===== src/rtl/sfx_pkg.sv =====
// ============================================================================
//  Module      : sfx_pkg
//  Description : Shared types, note table and sequence ROM for sfx_sequencer.
//  Revision    : 1.0 - initial release
// ============================================================================
`default_nettype none

package sfx_pkg;

    typedef enum logic [1:0] {
        EVT_NONE  = 2'd0,
        EVT_LOCK  = 2'd1,
        EVT_CLEAR = 2'd2,
        EVT_OVER  = 2'd3
    } evt_e;

    typedef enum logic [1:0] {
        IDLE = 2'd0,
        LOAD = 2'd1,
        PLAY = 2'd2,
        GAP  = 2'd3
    } state_e;

    typedef struct packed {
        logic [17:0] half_period;
        logic [7:0]  dur;
        logic        last;
    } note_t;

    localparam note_t c_note_silent = '{half_period: 18'd0,      dur: 8'd1,   last: 1'b1};
    localparam note_t c_note_c5     = '{half_period: 18'd95557,  dur: 8'd40,  last: 1'b1};
    localparam note_t c_note_e5     = '{half_period: 18'd75843,  dur: 8'd60,  last: 1'b0};
    localparam note_t c_note_g5     = '{half_period: 18'd63776,  dur: 8'd60,  last: 1'b0};
    localparam note_t c_note_c6     = '{half_period: 18'd47778,  dur: 8'd60,  last: 1'b1};
    localparam note_t c_note_g4     = '{half_period: 18'd127551, dur: 8'd150, last: 1'b0};
    localparam note_t c_note_e4     = '{half_period: 18'd151686, dur: 8'd150, last: 1'b0};
    // The 300-tick C4 does not fit the 8-bit duration, so it is two 150-tick halves.
    localparam note_t c_note_c4_a   = '{half_period: 18'd191110, dur: 8'd150, last: 1'b0};
    localparam note_t c_note_c4_b   = '{half_period: 18'd191110, dur: 8'd150, last: 1'b1};

    function automatic note_t seq_rom(input evt_e evt, input logic [1:0] idx);
        note_t n;
        n = c_note_silent;
        case (evt)
            EVT_LOCK:  n = c_note_c5;
            EVT_CLEAR: begin
                case (idx)
                    2'd0:    n = c_note_e5;
                    2'd1:    n = c_note_g5;
                    default: n = c_note_c6;
                endcase
            end
            EVT_OVER: begin
                case (idx)
                    2'd0:    n = c_note_g4;
                    2'd1:    n = c_note_e4;
                    2'd2:    n = c_note_c4_a;
                    default: n = c_note_c4_b;
                endcase
            end
            default:   n = c_note_silent;
        endcase
        return n;
    endfunction

endpackage

`default_nettype wire


===== src/rtl/sfx_sequencer_sync_edge.sv =====
// ============================================================================
//  Module      : sync_edge
//  Description : Two-flop synchroniser with registered rising-edge pulse.
//  Revision    : 1.0 - initial release
// ============================================================================
`default_nettype none

module sync_edge (
    input  logic clk,
    input  logic rst_n,
    input  logic i_din,
    output logic o_pulse
);

    logic       r_meta;
    logic       r_sync;
    logic       r_prev;
    logic       r_pulse;
    logic [2:0] r_vld;

    // r_vld masks detection until r_prev holds a real sample, so a level
    // already high when reset releases is not seen as a new edge.
    always_ff @(posedge clk or negedge rst_n) begin
        if (!rst_n) begin
            r_meta  <= 1'b0;
            r_sync  <= 1'b0;
            r_prev  <= 1'b0;
            r_pulse <= 1'b0;
            r_vld   <= 3'b000;
        end else begin
            r_meta  <= i_din;
            r_sync  <= r_meta;
            r_prev  <= r_sync;
            r_vld   <= {r_vld[1:0], 1'b1};
            r_pulse <= r_sync & ~r_prev & r_vld[2];
        end
    end

    assign o_pulse = r_pulse;

endmodule

`default_nettype wire


===== src/rtl/sfx_sequencer.sv =====
// ============================================================================
//  Module      : sfx_sequencer
//  Description : Priority sound-effect scheduler driving tone half-period/enable.
//  Revision    : 1.0 - initial release
// ============================================================================
`default_nettype none

module sfx_sequencer
    import sfx_pkg::*;
#(
    parameter int TICK_DIV  = 100000,
    parameter int GAP_TICKS = 10
) (
    input  logic        clk,
    input  logic        reset_rtl_0,
    input  logic        evt_lock,
    input  logic        evt_clear,
    input  logic        evt_over,
    output logic [17:0] tone_half_period,
    output logic        tone_en,
    output logic        busy,
    output logic [1:0]  cur_evt
);

    localparam int c_tick_w = (TICK_DIV > 1) ? $clog2(TICK_DIV) : 1;
    localparam int c_gap_w  = (GAP_TICKS > 1) ? $clog2(GAP_TICKS) : 1;
    localparam logic [c_tick_w-1:0] c_tick_last = c_tick_w'(TICK_DIV - 1);
    localparam logic [c_gap_w-1:0]  c_gap_last  = c_gap_w'(GAP_TICKS - 1);

    logic                w_pls_lock;
    logic                w_pls_clear;
    logic                w_pls_over;
    logic [3:1]          r_pending;
    logic [3:1]          w_pend_nxt;
    state_e              r_state;
    evt_e                r_cur_evt;
    evt_e                w_sel;
    evt_e                w_ld_evt;
    logic [1:0]          r_idx;
    logic [1:0]          w_ld_idx;
    logic [c_tick_w-1:0] r_tick;
    logic [c_gap_w-1:0]  r_gap_cnt;
    logic [7:0]          r_dur_cnt;
    logic [7:0]          w_dur_inc;
    logic [7:0]          r_note_dur;
    logic                r_note_last;
    logic [17:0]         r_half_period;
    logic                r_tone_en;
    logic                r_busy;
    logic                w_take;
    logic                w_wrap;
    logic                w_done;
    logic                w_load;
    note_t               w_note;

    sync_edge u_sync_lock  (.clk(clk), .rst_n(reset_rtl_0), .i_din(evt_lock),  .o_pulse(w_pls_lock));
    sync_edge u_sync_clear (.clk(clk), .rst_n(reset_rtl_0), .i_din(evt_clear), .o_pulse(w_pls_clear));
    sync_edge u_sync_over  (.clk(clk), .rst_n(reset_rtl_0), .i_din(evt_over),  .o_pulse(w_pls_over));

    always_comb begin
        if (r_pending[3])      w_sel = EVT_OVER;
        else if (r_pending[2]) w_sel = EVT_CLEAR;
        else if (r_pending[1]) w_sel = EVT_LOCK;
        else                   w_sel = EVT_NONE;
    end

    // cur_evt is NONE in IDLE, so one compare covers both start and preemption.
    assign w_take    = (w_sel > r_cur_evt);
    assign w_wrap    = (r_tick == c_tick_last);
    assign w_dur_inc = r_dur_cnt + 8'd1;
    assign w_done    = (r_state == PLAY) && w_wrap && (w_dur_inc == r_note_dur);
    assign w_load    = w_take || (w_done && !r_note_last);
    assign w_ld_evt  = w_take ? w_sel : r_cur_evt;
    assign w_ld_idx  = w_take ? 2'd0 : (r_idx + 2'd1);
    assign w_note    = seq_rom(w_ld_evt, w_ld_idx);

    always_comb begin
        w_pend_nxt = r_pending;
        if (w_take) begin
            case (w_sel)
                EVT_LOCK:  w_pend_nxt[1] = 1'b0;
                EVT_CLEAR: w_pend_nxt[2] = 1'b0;
                EVT_OVER:  w_pend_nxt[3] = 1'b0;
                default:   w_pend_nxt    = r_pending;
            endcase
        end
        if (w_pls_over) w_pend_nxt[2:1] = 2'b00;
        w_pend_nxt = w_pend_nxt | {w_pls_over, w_pls_clear, w_pls_lock};
    end

    // Note outputs are registered on entry to LOAD so consecutive notes join seamlessly.
    always_ff @(posedge clk or negedge reset_rtl_0) begin
        if (!reset_rtl_0) begin
            r_pending     <= 3'b000;
            r_state       <= IDLE;
            r_cur_evt     <= EVT_NONE;
            r_idx         <= 2'd0;
            r_tick        <= '0;
            r_gap_cnt     <= '0;
            r_dur_cnt     <= 8'd0;
            r_note_dur    <= 8'd0;
            r_note_last   <= 1'b0;
            r_half_period <= 18'd0;
            r_tone_en     <= 1'b0;
            r_busy        <= 1'b0;
        end else begin
            r_pending <= w_pend_nxt;
            if (w_load) begin
                r_state       <= LOAD;
                r_cur_evt     <= w_ld_evt;
                r_idx         <= w_ld_idx;
                r_half_period <= w_note.half_period;
                r_note_dur    <= w_note.dur;
                r_note_last   <= w_note.last;
                r_tone_en     <= 1'b1;
                r_busy        <= 1'b1;
                r_tick        <= '0;
                r_dur_cnt     <= 8'd0;
            end else begin
                case (r_state)
                    IDLE: r_state <= IDLE;
                    LOAD: r_state <= PLAY;
                    PLAY: begin
                        r_tick <= w_wrap ? '0 : r_tick + 1'b1;
                        if (w_wrap) r_dur_cnt <= w_dur_inc;
                        if (w_done) begin
                            r_state       <= GAP;
                            r_tone_en     <= 1'b0;
                            r_half_period <= 18'd0;
                            r_tick        <= '0;
                            r_gap_cnt     <= '0;
                        end
                    end
                    GAP: begin
                        r_tick <= w_wrap ? '0 : r_tick + 1'b1;
                        if (w_wrap) begin
                            if (r_gap_cnt == c_gap_last) begin
                                r_state   <= IDLE;
                                r_busy    <= 1'b0;
                                r_cur_evt <= EVT_NONE;
                                r_idx     <= 2'd0;
                            end else begin
                                r_gap_cnt <= r_gap_cnt + 1'b1;
                            end
                        end
                    end
                    default: r_state <= IDLE;
                endcase
            end
        end
    end

    assign tone_half_period = r_half_period;
    assign tone_en          = r_tone_en;
    assign busy             = r_busy;
    assign cur_evt          = r_cur_evt;

endmodule

`default_nettype wire


===== config.mk =====
export PLATFORM = sky130hd
export DESIGN_NAME = sfx_sequencer
export DESIGN_NICKNAME = d
export VERILOG_FILES = /design/src/rtl/sfx_pkg.sv /design/src/rtl/sfx_sequencer_sync_edge.sv /design/src/rtl/sfx_sequencer.sv
export SDC_FILE = /design/constraint.sdc
export NUM_CORES = 1
export LEC_CHECK = 0
export CAP_MARGIN = 20
export CORE_MARGIN = 2
export CORE_UTILIZATION = 40
export CTS_BUF_LIST = sky130_fd_sc_hd__clkbuf_4
export CTS_CLUSTER_DIAMETER = 50
export CTS_CLUSTER_SIZE = 20
export DETAILED_ROUTE_END_ITERATION = 8
export PLACE_DENSITY_LB_ADDON = 0.08
export SYNTH_ARGS = -nofsm -noshare
export SYNTH_HDL_FRONTEND = slang
export SYNTH_SLANG_ARGS = --single-unit
export TNS_END_PERCENT = 100

===== constraint.sdc =====
create_clock -name clk -period 3.06 [get_ports clk]
set_input_delay 0.306 -clock clk [delete_from_list [all_inputs] [get_ports clk]]
set_output_delay 0.306 -clock clk [all_outputs]
set_load 0.03 [all_outputs]

Word-level counts from Yosys, hierarchy flattened
Index checks and enable logic that the tools add are counted.
- flip-flop bits (word level): 88
- input port bits: 5
- output and inout bits: 22
- add/subtract/negate cells: 4
- magnitude comparators: 1
- equal/unequal tests: 20
- multiplexer cells: 42
- bitwise gates (word level): 11
- reductions and logical operators: 19
- operators by type and width (kind ; count):
    27-bit one-hot mux with 3 select lines ; 2
    18-bit 2-to-1 mux ; 3
    26-bit one-hot mux with 2 select lines ; 1
    17-bit 2-to-1 mux ; 3
    17-bit one-hot mux with 2 select lines ; 1
    2-bit 2-to-1 mux ; 12
    8-bit 2-to-1 mux ; 3
    17-bit by 1-bit adder with 17-bit output, second input constant ; 1
    17-bit == test, second input constant ; 1
    2-bit == test, second input constant ; 7
    4-bit 2-to-1 mux ; 3
    2-bit nonzero test ; 6
    1-bit 2-to-1 mux ; 11
    3-bit != test, second input constant ; 3
    8-bit by 1-bit adder with 8-bit output, second input constant ; 1
    2-bit by 1-bit == test with 1-bit output, second input constant ; 4
    8-bit == test ; 1
    2-bit one-hot mux with 4 select lines ; 1
    4-bit one-hot mux with 2 select lines ; 1
    1-bit bitwise AND ; 6
    2-bit != test, second input constant ; 3
    3-bit AND reduction ; 2
    5-bit AND reduction ; 1
    4-bit by 1-bit adder with 4-bit output, second input constant ; 1
    other kinds (12) ; 19

Longest topological paths before layout
- depth in word-level cells: 9
- depth in mapped cells: 14
- mapped depth without buffers: 13

By module
A second synthesis with hierarchy kept.
- cell total of the unflattened synthesis: 422
- area, all modules: 4165.2 um^2
- modules (own cells, without submodules) (module ; instances ; cells an instance ; area an instance (um^2) ; sequential area each (um^2)):
    sfx_sequencer ; 1 ; 395 ; 3602.2 ; 1526.5
    sync_edge ; 3 ; 9 ; 187.7 ; 175.2

Worst setup path before layout
No wires, ideal clock.
- path kind: reg2reg
- start point: register r_cur_evt[1] (netlist: cur_evt[1])
- end point: register r_half_period[14] (netlist: tone_half_period[14])
- library setup time: 0.122 ns
- arrival: 2.918 ns
- required time: 2.938 ns
- setup slack: 0.021 ns
- stages on the path, launching flop included: 11
- clock period less this slack: 3.039 ns
- cell sequence: dfrtp_1 > inv_1 > ha_1 > nor2b_1 > o21ai_0 > buf_2 > o21ai_0 > inv_1 > ha_1 > a211o_1 > a32o_1
- word-level cells in the longest chain between the ends: 6
- elaborated cells on any way between the ends: 15
- classes of those cells: order compare: 1; eq/ne: 4; mux: 5; reduce/logical: 5
- RTL lines (item ; line ; source):
    from (decl) ; sfx_sequencer.sv:36 ; evt_e r_cur_evt;
    from (signal assigned) ; sfx_sequencer.sv:110 ; r_cur_evt <= w_ld_evt;
    2-bit greater-than comparator ; sfx_sequencer.sv:68 ; assign w_take = (w_sel > r_cur_evt);
    2-bit 2-to-1 mux ; sfx_sequencer.sv:74 ; assign w_ld_idx = w_take ? 2'd0 : (r_idx + 2'd1);
    2-bit by 1-bit == test with 1-bit output or 2-bit logical NOT (tied branches) ; sfx_pkg.sv:47 ; case (idx)
    26-bit one-hot mux with 2 select lines ; sfx_pkg.sv:47 ;
    27-bit one-hot mux with 3 select lines ; sfx_pkg.sv:44 ; case (evt)
    18-bit 2-to-1 mux ; sfx_sequencer.sv:108 ; if (w_load) begin
    to (signal assigned) ; sfx_sequencer.sv:112 ; r_half_period <= w_note.half_period;
    to (decl) ; sfx_sequencer.sv:47 ; logic [17:0] r_half_period;
Several ways; a longest one is shown, not always the timed one.
A chain may end at the register's enable or synchronous reset.

Worst setup path after layout
- start point: register r_pending[3] (netlist name)
- end point: register r_note_last
- word-level cells in the longest chain between the ends: 6
- elaborated cells on any way between the ends: 14
- classes of those cells: order compare: 1; eq/ne: 5; mux: 6; reduce/logical: 2
- RTL lines (item ; line ; source):
    from (decl) ; sfx_sequencer.sv:33 ; logic [3:1] r_pending;
    from (signal assigned) ; sfx_sequencer.sv:107 ; r_pending <= w_pend_nxt;
    2-bit 2-to-1 mux * ; sfx_sequencer.sv:61 ; if (r_pending[3]) w_sel = EVT_OVER;
    2-bit greater-than comparator ; sfx_sequencer.sv:68 ;
    2-bit 2-to-1 mux ; sfx_sequencer.sv:74 ;
    2-bit == test, or another cell as far along ; sfx_pkg.sv:54 ; case (idx)
    27-bit one-hot mux with 3 select lines or 26-bit one-hot mux with 2 select lines (tied branches) ; sfx_pkg.sv:54, sfx_pkg.sv:47 ;
    27-bit one-hot mux with 3 select lines ; sfx_pkg.sv:44 ;
    to (signal assigned) ; sfx_sequencer.sv:114 ; r_note_last <= w_note.last;
    to (decl) ; sfx_sequencer.sv:46 ; logic r_note_last;
Mark *: on every way between the ends. The rest lies on a longest branch, timed or not.

==> summary.txt <==
SYNTHESIS
-------------------------------------------------------------------------------------------
Dominant cells by area after synthesis ....................................... sky130_fd_sc_hd__dfrtp_1 47%, sky130_fd_sc_hd__ha_1 4.9%, sky130_fd_sc_hd__nand2_1 3.9%
Yosys synthesis warning count ................................................            0
Seq/Total Area, Yosys ........................................................        46.6%
Yosys reg bits ...............................................................           76
Cells after synthesis ........................................................          407
Syn_nets .....................................................................          428
Number of different library cells in the post-synthesis netlist ..............           65
Library cell occupying the most area in the post-synthesis netlist ........... sky130_fd_sc_hd__dfrtp_1
Proportion of netlist area held by the largest area contributor ..............        46.6%
Fraction of synthesis flops using an asynchronous set or reset pin ...........         100%
Netlist area before placement ................................................   4080 sq um
Number of synthesized flops with an enable pin ...............................            0
Most instantiated flip-flop cell in the synthesis netlist .................... sky130_fd_sc_hd__dfrtp_1
Per-instance average area after synthesis ....................................   10.0 sq um

GLOBAL ROUTING
-------------------------------------------------------------------------------------------
Met1 usage in global routing .................................................        24.7%
Wire length of the first global-routing pass .................................     15300 um
Initial antenna violation count ..............................................            0
Global-route usage over all layers ...........................................        17.2%
Sum of overflow across all layers after global routing .......................            0
Met3 Track Usage GR ..........................................................        2.81%
Vias in the first global route ...............................................         3015
Maximum number of pins on one net before global-route repair .................           77
Busiest layer in global routing ..............................................         met2
Fraction of met2 tracks used by global routing ...............................        26.5%

CLOCK TREE
-------------------------------------------------------------------------------------------
Post-CTS repair timing setup buffer count ....................................            0
Maximum clock path buffer count ..............................................            2
Post-CTS Hold Fix Bufs .......................................................            0
Clk pin slew, worst setup/hold paths .........................................      0.14 ns
Total clock buffers created by CTS ...........................................            9
# resized after CTS ..........................................................            0
Clock tree from TritonCTS ....................................................        built
H-tree depth .................................................................            3
# clock sinks ................................................................           76
Insertion delay to the later sink of the worst-skew pair .....................      0.44 ns
Clk root buf ................................................................. sky130_fd_sc_hd__clkbuf_4

STA
-------------------------------------------------------------------------------------------
Slew of the pin with the lowest slew margin ..................................     0.962 ns
Setup TNS ....................................................................         0 ns
Endpoints failing hold .......................................................            0
Share of the cycle needed by the critical path after routing .................        89.7%
Maximum clock skew at final layout ...........................................    0.0266 ns
# setup viols final ..........................................................            0
Post-route minimum period ....................................................      2.75 ns
Relative slew slack ..........................................................        35.9%
Setup repair after global routing missed its margin ..........................           no
Max Slew Vio Count ...........................................................            0
Maximum achievable frequency .................................................      364 MHz

WORST SETUP PATH
-------------------------------------------------------------------------------------------
Type of element capturing the critical path ..................................         flop
Required time at the endpoint of the critical path ...........................      3.42 ns
Arrival time worst endpoint ..................................................      3.11 ns
CP Launch Type ...............................................................         flop
Number of cells on the worst reg-to-reg path .................................           12
Worst-path fanout max ........................................................           12
Category of the critical setup timing path ...................................      reg2reg

PLACE
-------------------------------------------------------------------------------------------
Routability cong. ............................................................        0.828
HPWL after detailed placement ................................................      6060 um
Number of buffers inserted by port buffering .................................           26

FINAL LAYOUT
-------------------------------------------------------------------------------------------
Diodes inserted ..............................................................            0
Most common cell after layout, fill and taps aside ........................... sky130_fd_sc_hd__dfrtp_1
Area growth, synth to finish .................................................        11.7%
Most used cells in the layout excluding fill and tap cells ................... 76 x sky130_fd_sc_hd__dfrtp_1, 42 x sky130_fd_sc_hd__nand2_1, 30 x sky130_fd_sc_hd__nor2_1
Final Core Density ...........................................................        46.4%
Number of nets in the finished design ........................................          451
Ratio of cells with drive above 1 in the final layout ........................        12.2%

PWR
-------------------------------------------------------------------------------------------
Combinational group share of total power .....................................        60.4%
Power density cells .......................................................... 1100 nW/um^2
Total net switching power ....................................................      2.49 mW
Fraction of power consumed by sequential logic ...............................        28.2%
Relative contribution of the clock network to total power ....................        11.4%
Switch share .................................................................        49.6%
Peak supply drop .............................................................   0.000447 V
Pint .........................................................................      2.52 mW
Static Leakage ...............................................................      1.95 nW

ROUTE
-------------------------------------------------------------------------------------------
Vias per inst ................................................................         5.38
Number of nets still failing antenna checks after routing ....................            0
Number of design-rule violations left by the first detailed-router iteration .          145
Via Count ....................................................................         3058
Aggregate routed wire length .................................................      8800 um
DRC violation count after routing ............................................            0
Routed len/inst ..............................................................      15.5 um
Length of the first detailed-routing pass in iterations ......................            5

FLOORPLAN
-------------------------------------------------------------------------------------------
Core region area .............................................................   9820 sq um
Initial standard-cell utilization of the core ................................        41.6%
Die extent in x ..............................................................       105 um
Number of rows created at floorplan ..........................................           36
Die span in y ................................................................       105 um
Number of top-level pins .....................................................           27
Die ar. ......................................................................  11000 sq um

WORST HOLD PATH
-------------------------------------------------------------------------------------------
Hold Crit Class ..............................................................     in2async

STATUS
-------------------------------------------------------------------------------------------
Run status ................................................................... finished clean

JOB
-------------------------------------------------------------------------------------------
Number of maximum-capacitance constraint violations ..........................            0

-- Yosys cell counts, types with 9 or more instances --
library cell              count
sky130_fd_sc_hd__ha_1        16
sky130_fd_sc_hd__dfrtp_1     76
sky130_fd_sc_hd__xor2_1      11
sky130_fd_sc_hd__o21ai_0     23
sky130_fd_sc_hd__a21oi_1     17
sky130_fd_sc_hd__nand3_1     27
sky130_fd_sc_hd__inv_1       17
sky130_fd_sc_hd__nor2_1      30
sky130_fd_sc_hd__nand2_1     42
sky130_fd_sc_hd__nand4_1      9
-- worst max-delay path, stage by stage, from the launching register on --
cell	delay, ns
sky130_fd_sc_hd__dfrtp_1	0.42
sky130_fd_sc_hd__nor2_1	0.23
sky130_fd_sc_hd__inv_1	0.07
sky130_fd_sc_hd__ha_1	0.28
sky130_fd_sc_hd__nor2b_1	0.19
sky130_fd_sc_hd__o21ai_2	0.09
sky130_fd_sc_hd__o21ai_0	0.26
sky130_fd_sc_hd__buf_4	0.22
sky130_fd_sc_hd__ha_1	0.42
sky130_fd_sc_hd__nand3b_1	0.13
sky130_fd_sc_hd__a31oi_1	0.18
sky130_fd_sc_hd__nor3_1	0.07
sky130_fd_sc_hd__a21oi_1	0.12
-- metal layers --
metal	wire, um	up-vias
met1	4480	1513
met5	0	-
met4	96	0
met3	280	8
li1	-	1499
met2	3940	38
-- power by group through the flow --
stage	Combinational (mW)	Clock [mW]	Sequential, mW
floorplan	2.00	0	1.58
CTS	3.05	0.605	1.42
finish	3.03	0.573	1.41
global route	3.38	0.647	1.45
global placement	3.02	0	1.43
detailed placement	3.04	0	1.44
-- flip-flops by register name, indices dropped and copies added (netlist names), 2 cells and up --
signal / count
cur_evt: 2
r_dur_cnt: 8
r_gap_cnt: 4
r_idx: 2
r_note_dur: 4
r_pending: 3
r_state: 2
r_tick: 17
tone_half_period: 16
u_sync_over.r_vld: 2
-- metrics by stage --
step | total power [mW] | area [sq um] | worst slack, ns | std cells | hold WS (ns)
3_5_place_dp | 4.48 | 4430 | 0.400 | 552 | 0.336
2_1_floorplan | 3.58 | 4080 | 0.0207 | 407 | 0.0104
5_1_grt | 5.48 | 4560 | 0.0662 | 568 | 0.0744
4_1_cts | 5.07 | 4560 | 0.335 | 568 | 0.0495
3_3_place_gp | 4.45 | 4430 | 0.501 | 552 | 0.332
6_report | 5.01 | 4560 | 0.314 | 568 | 0.00845
-- layout make-up --
| class | instances | area, sq um |
|---|---|---|
| fill | 988 | 5260 |
| tap | 133 | 166 |
| clock buffer | 9 | 67.6 |
| sequential | 76 | 1900 |
| clock inverter | 7 | 57.6 |
| timing repair buffer | 34 | 318 |
| multi-input combinational | 292 | 1980 |
| inverter | 17 | 63.8 |
-- logic make-up after synthesis --
logic type | share of synthesized area [%]
buf+inv | 4.84
simple gates | 20.3
flops | 46.6
xor+xnor | 3.86
mux | 3.16
compound gates | 16.2
other cells | 0.0919
fa+ha+maj | 4.91
-- path summary, 6_finish.rpt --
kind / startpoint / to / slack (ns)
worst min-delay path: reset_rtl_0 / r_dur_cnt[6]$_DFFE_PN0P_ / 0.008
worst max register to register: r_pending[3]$_DFF_PN0_ / r_note_last$_DFFE_PN0P_ / 0.31
min in group clk: evt_over / u_sync_over.r_meta$_DFF_PN0_ / 0.29
worst max-delay path: r_pending[3]$_DFF_PN0_ / r_note_last$_DFFE_PN0P_ / 0.31
worst min register to register: u_sync_over.r_vld[1]$_DFF_PN0_ / u_sync_clear.r_vld[2]$_DFF_PN0_ / 0.36
max in group asynchronous: reset_rtl_0 / busy$_DFFE_PN0P_ / 2.42
Power figures use the tool's default switching activity.
==> RTL edit (config.mk and constraints unchanged) <==
The 4 states of `state_e` get a one-hot encoding in 4 bits.
--- a/src/rtl/sfx_pkg.sv
+++ b/src/rtl/sfx_pkg.sv
@@ -14,11 +14,11 @@
         EVT_OVER  = 2'd3
     } evt_e;
 
-    typedef enum logic [1:0] {
-        IDLE = 2'd0,
-        LOAD = 2'd1,
-        PLAY = 2'd2,
-        GAP  = 2'd3
+    typedef enum logic [3:0] {
+        IDLE = 4'b0001,
+        LOAD = 4'b0010,
+        PLAY = 4'b0100,
+        GAP  = 4'b1000
     } state_e;
 
     typedef struct packed {
Formal check against the unedited RTL: no difference found for any inputs over 10 cycles, from zero or initial values and one cycle with reset_rtl_0 low; not proved beyond that.
==> RTL edit against the original RTL <==
  * Sequential cell count grew 2
  * First-iteration DRC count shrank 25%
  * Design area grew 3.5%
  * Synthesized area grew 1.1%
  * Setup slack got worse by 33 ps
  * Power fell by 7.4%
  * Largest power group unchanged
  * Routed wire length increased by 5.4%
==> RTL edit: results (changes against the original RTL) <==
| Metric | Value |
|---|---|
| VDD IR max | 0.763 mV (+71%) |
| Sequential standard cell area | 0.00195 mm² (+2.7%) |
| Final number of setup-violating endpoints | 0 (unchanged) |
| Routed wire length | 9.27 mm (+5.4%) |
| Clk cell area share | 3.69% (+0.94 points) |
| TritonRoute pass-1 iters | 4 (-1) |
| Sequential fraction of the synthesis area | 47.4% (+0.75 points) |
| Placed Cells incl. Taps | 564 (+2.2%) |
| Crit Path Max Fanout | 15 (+3) |
| Most frequent cells after synthesis | dfrtp_1 (77), nor2_1 (35), nand2_1 (34) |
| Arr. time, crit path | 3130 ps (+20 ps) |
| Hold path depth | 1 |
| Multi-input combinational area share | 42.0% (-1.6 points) |
| NumNets Final | 460 (+2.0%) |
| Slew @ Worst Pin | 678 ps (-284 ps) |
| Setup WS pre-CTS | 319 ps (-80.7 ps) |
| Placed cell areas | 0.00451 mm² (+1.7%) |
| Post-route insts no fill | 582 (+2.5%) |
| Share of cells above drive strength 1 | 10.1% (-2.1 points) |
| Area Growth Syn to Fin | 14.4% |
| Slowest cell on crit path | a21boi_0 |
| Initial antenna violation count | 0 (unchanged) |
| Hold Path Class | input pin to flop |
| Detailed placer's ending HPWL | 6.16 mm (+1.8%) |
| Min cycle time layout | 2780 ps (+33.3 ps) |
| GRT Total Usage | 18.1% (+0.92 points) |
| First-pass GRT wire length | 15.9 mm (+3.7%) |
| R2r setup slk | 280 ps (-30 ps) |
| Multi-input gates | 299 (+2.4%) |
| Outcome | finished clean |
| Worst R2R End | r_gap_cnt[0]$_DFFE_PN0P_ |
| Reg2reg path depth | 10 (-2) |
| Largest delay contributor family on the critical path | compound AO/OA/AOI/OAI gates |
| Lkg Pwr | 2.05 nW (+5.0%) |
| Largest net degree at the start of global routing | 79 (+2.6%) |
| Nonclk buf count | 38 (+12%) |
| Filler cell count | 1,003 (+1.5%) |
| Initial drt markers | 109 (-25%) |
| Routed vias | 3,140 (+2.7%) |
| Clock latency on the worst-skew pair | 450 ps |
| Net Count, Synth | 434 (+1.4%) |
| Area contributors post-synth | dfrtp_1 (47%), ha_1 (4.2%), a21oi_1 (3.6%) |
| Worst hold margin | 274 ps (+265 ps) |
| Syn Inst Count | 415 (+2.0%) |
| Clk sinks | 78 (+2.6%) |
| Setup crit end | r_gap_cnt[0]$_DFFE_PN0P_ |
| Clock Skew | 17.3 ps (-9.23 ps) |
| Inverters | 15 (-2) |
| CP max stage delay | 520 ps (+100 ps) |
| Gpl congestion | 0.760 (-8.3%) |
| Max reg flops | 17 (unchanged) |
## RTL edit: cell types whose count changed after synthesis, moves of 5 or more
cell / unedited run / this run
nor2_1: 30 / 35
nand2_1: 42 / 34
and4_1: 1 / 9
nand3_1: 27 / 15
a21oi_1: 17 / 30
and2_1: 0 / 8
a22o_1: 5 / 10
## RTL edit: cells by family (layout without fill, tap and decap cells)
family,after synthesis,after routing,share of synthesized area [%]
other,1,1,0.0909
AND/OR/NAND/NOR,162,162,22.2
adder cells (fa/ha/maj),14,14,4.25
XOR/XNOR,13,13,2.76
buffers and inverters,38,69,4.70
flip-flops,78,78,47.4
multiplexers,10,10,2.61
AO/OA/AOI/OAI,99,99,16.0
## RTL edit: routing by layer
layer,GRT usage (%),vias to the layer above,share of wire (%)
li1,-,1553,-
met3,5.01,10,4.2
met1,23.8,1523,47
met4,5.64,0,1.3
met5,0,-,0
met2,29.0,54,47
## RTL edit: power breakdown
part	switching (mW)	internal (mW)
registers	0.134	1.23
clock network	0.409	0.344
logic	1.50	1.02
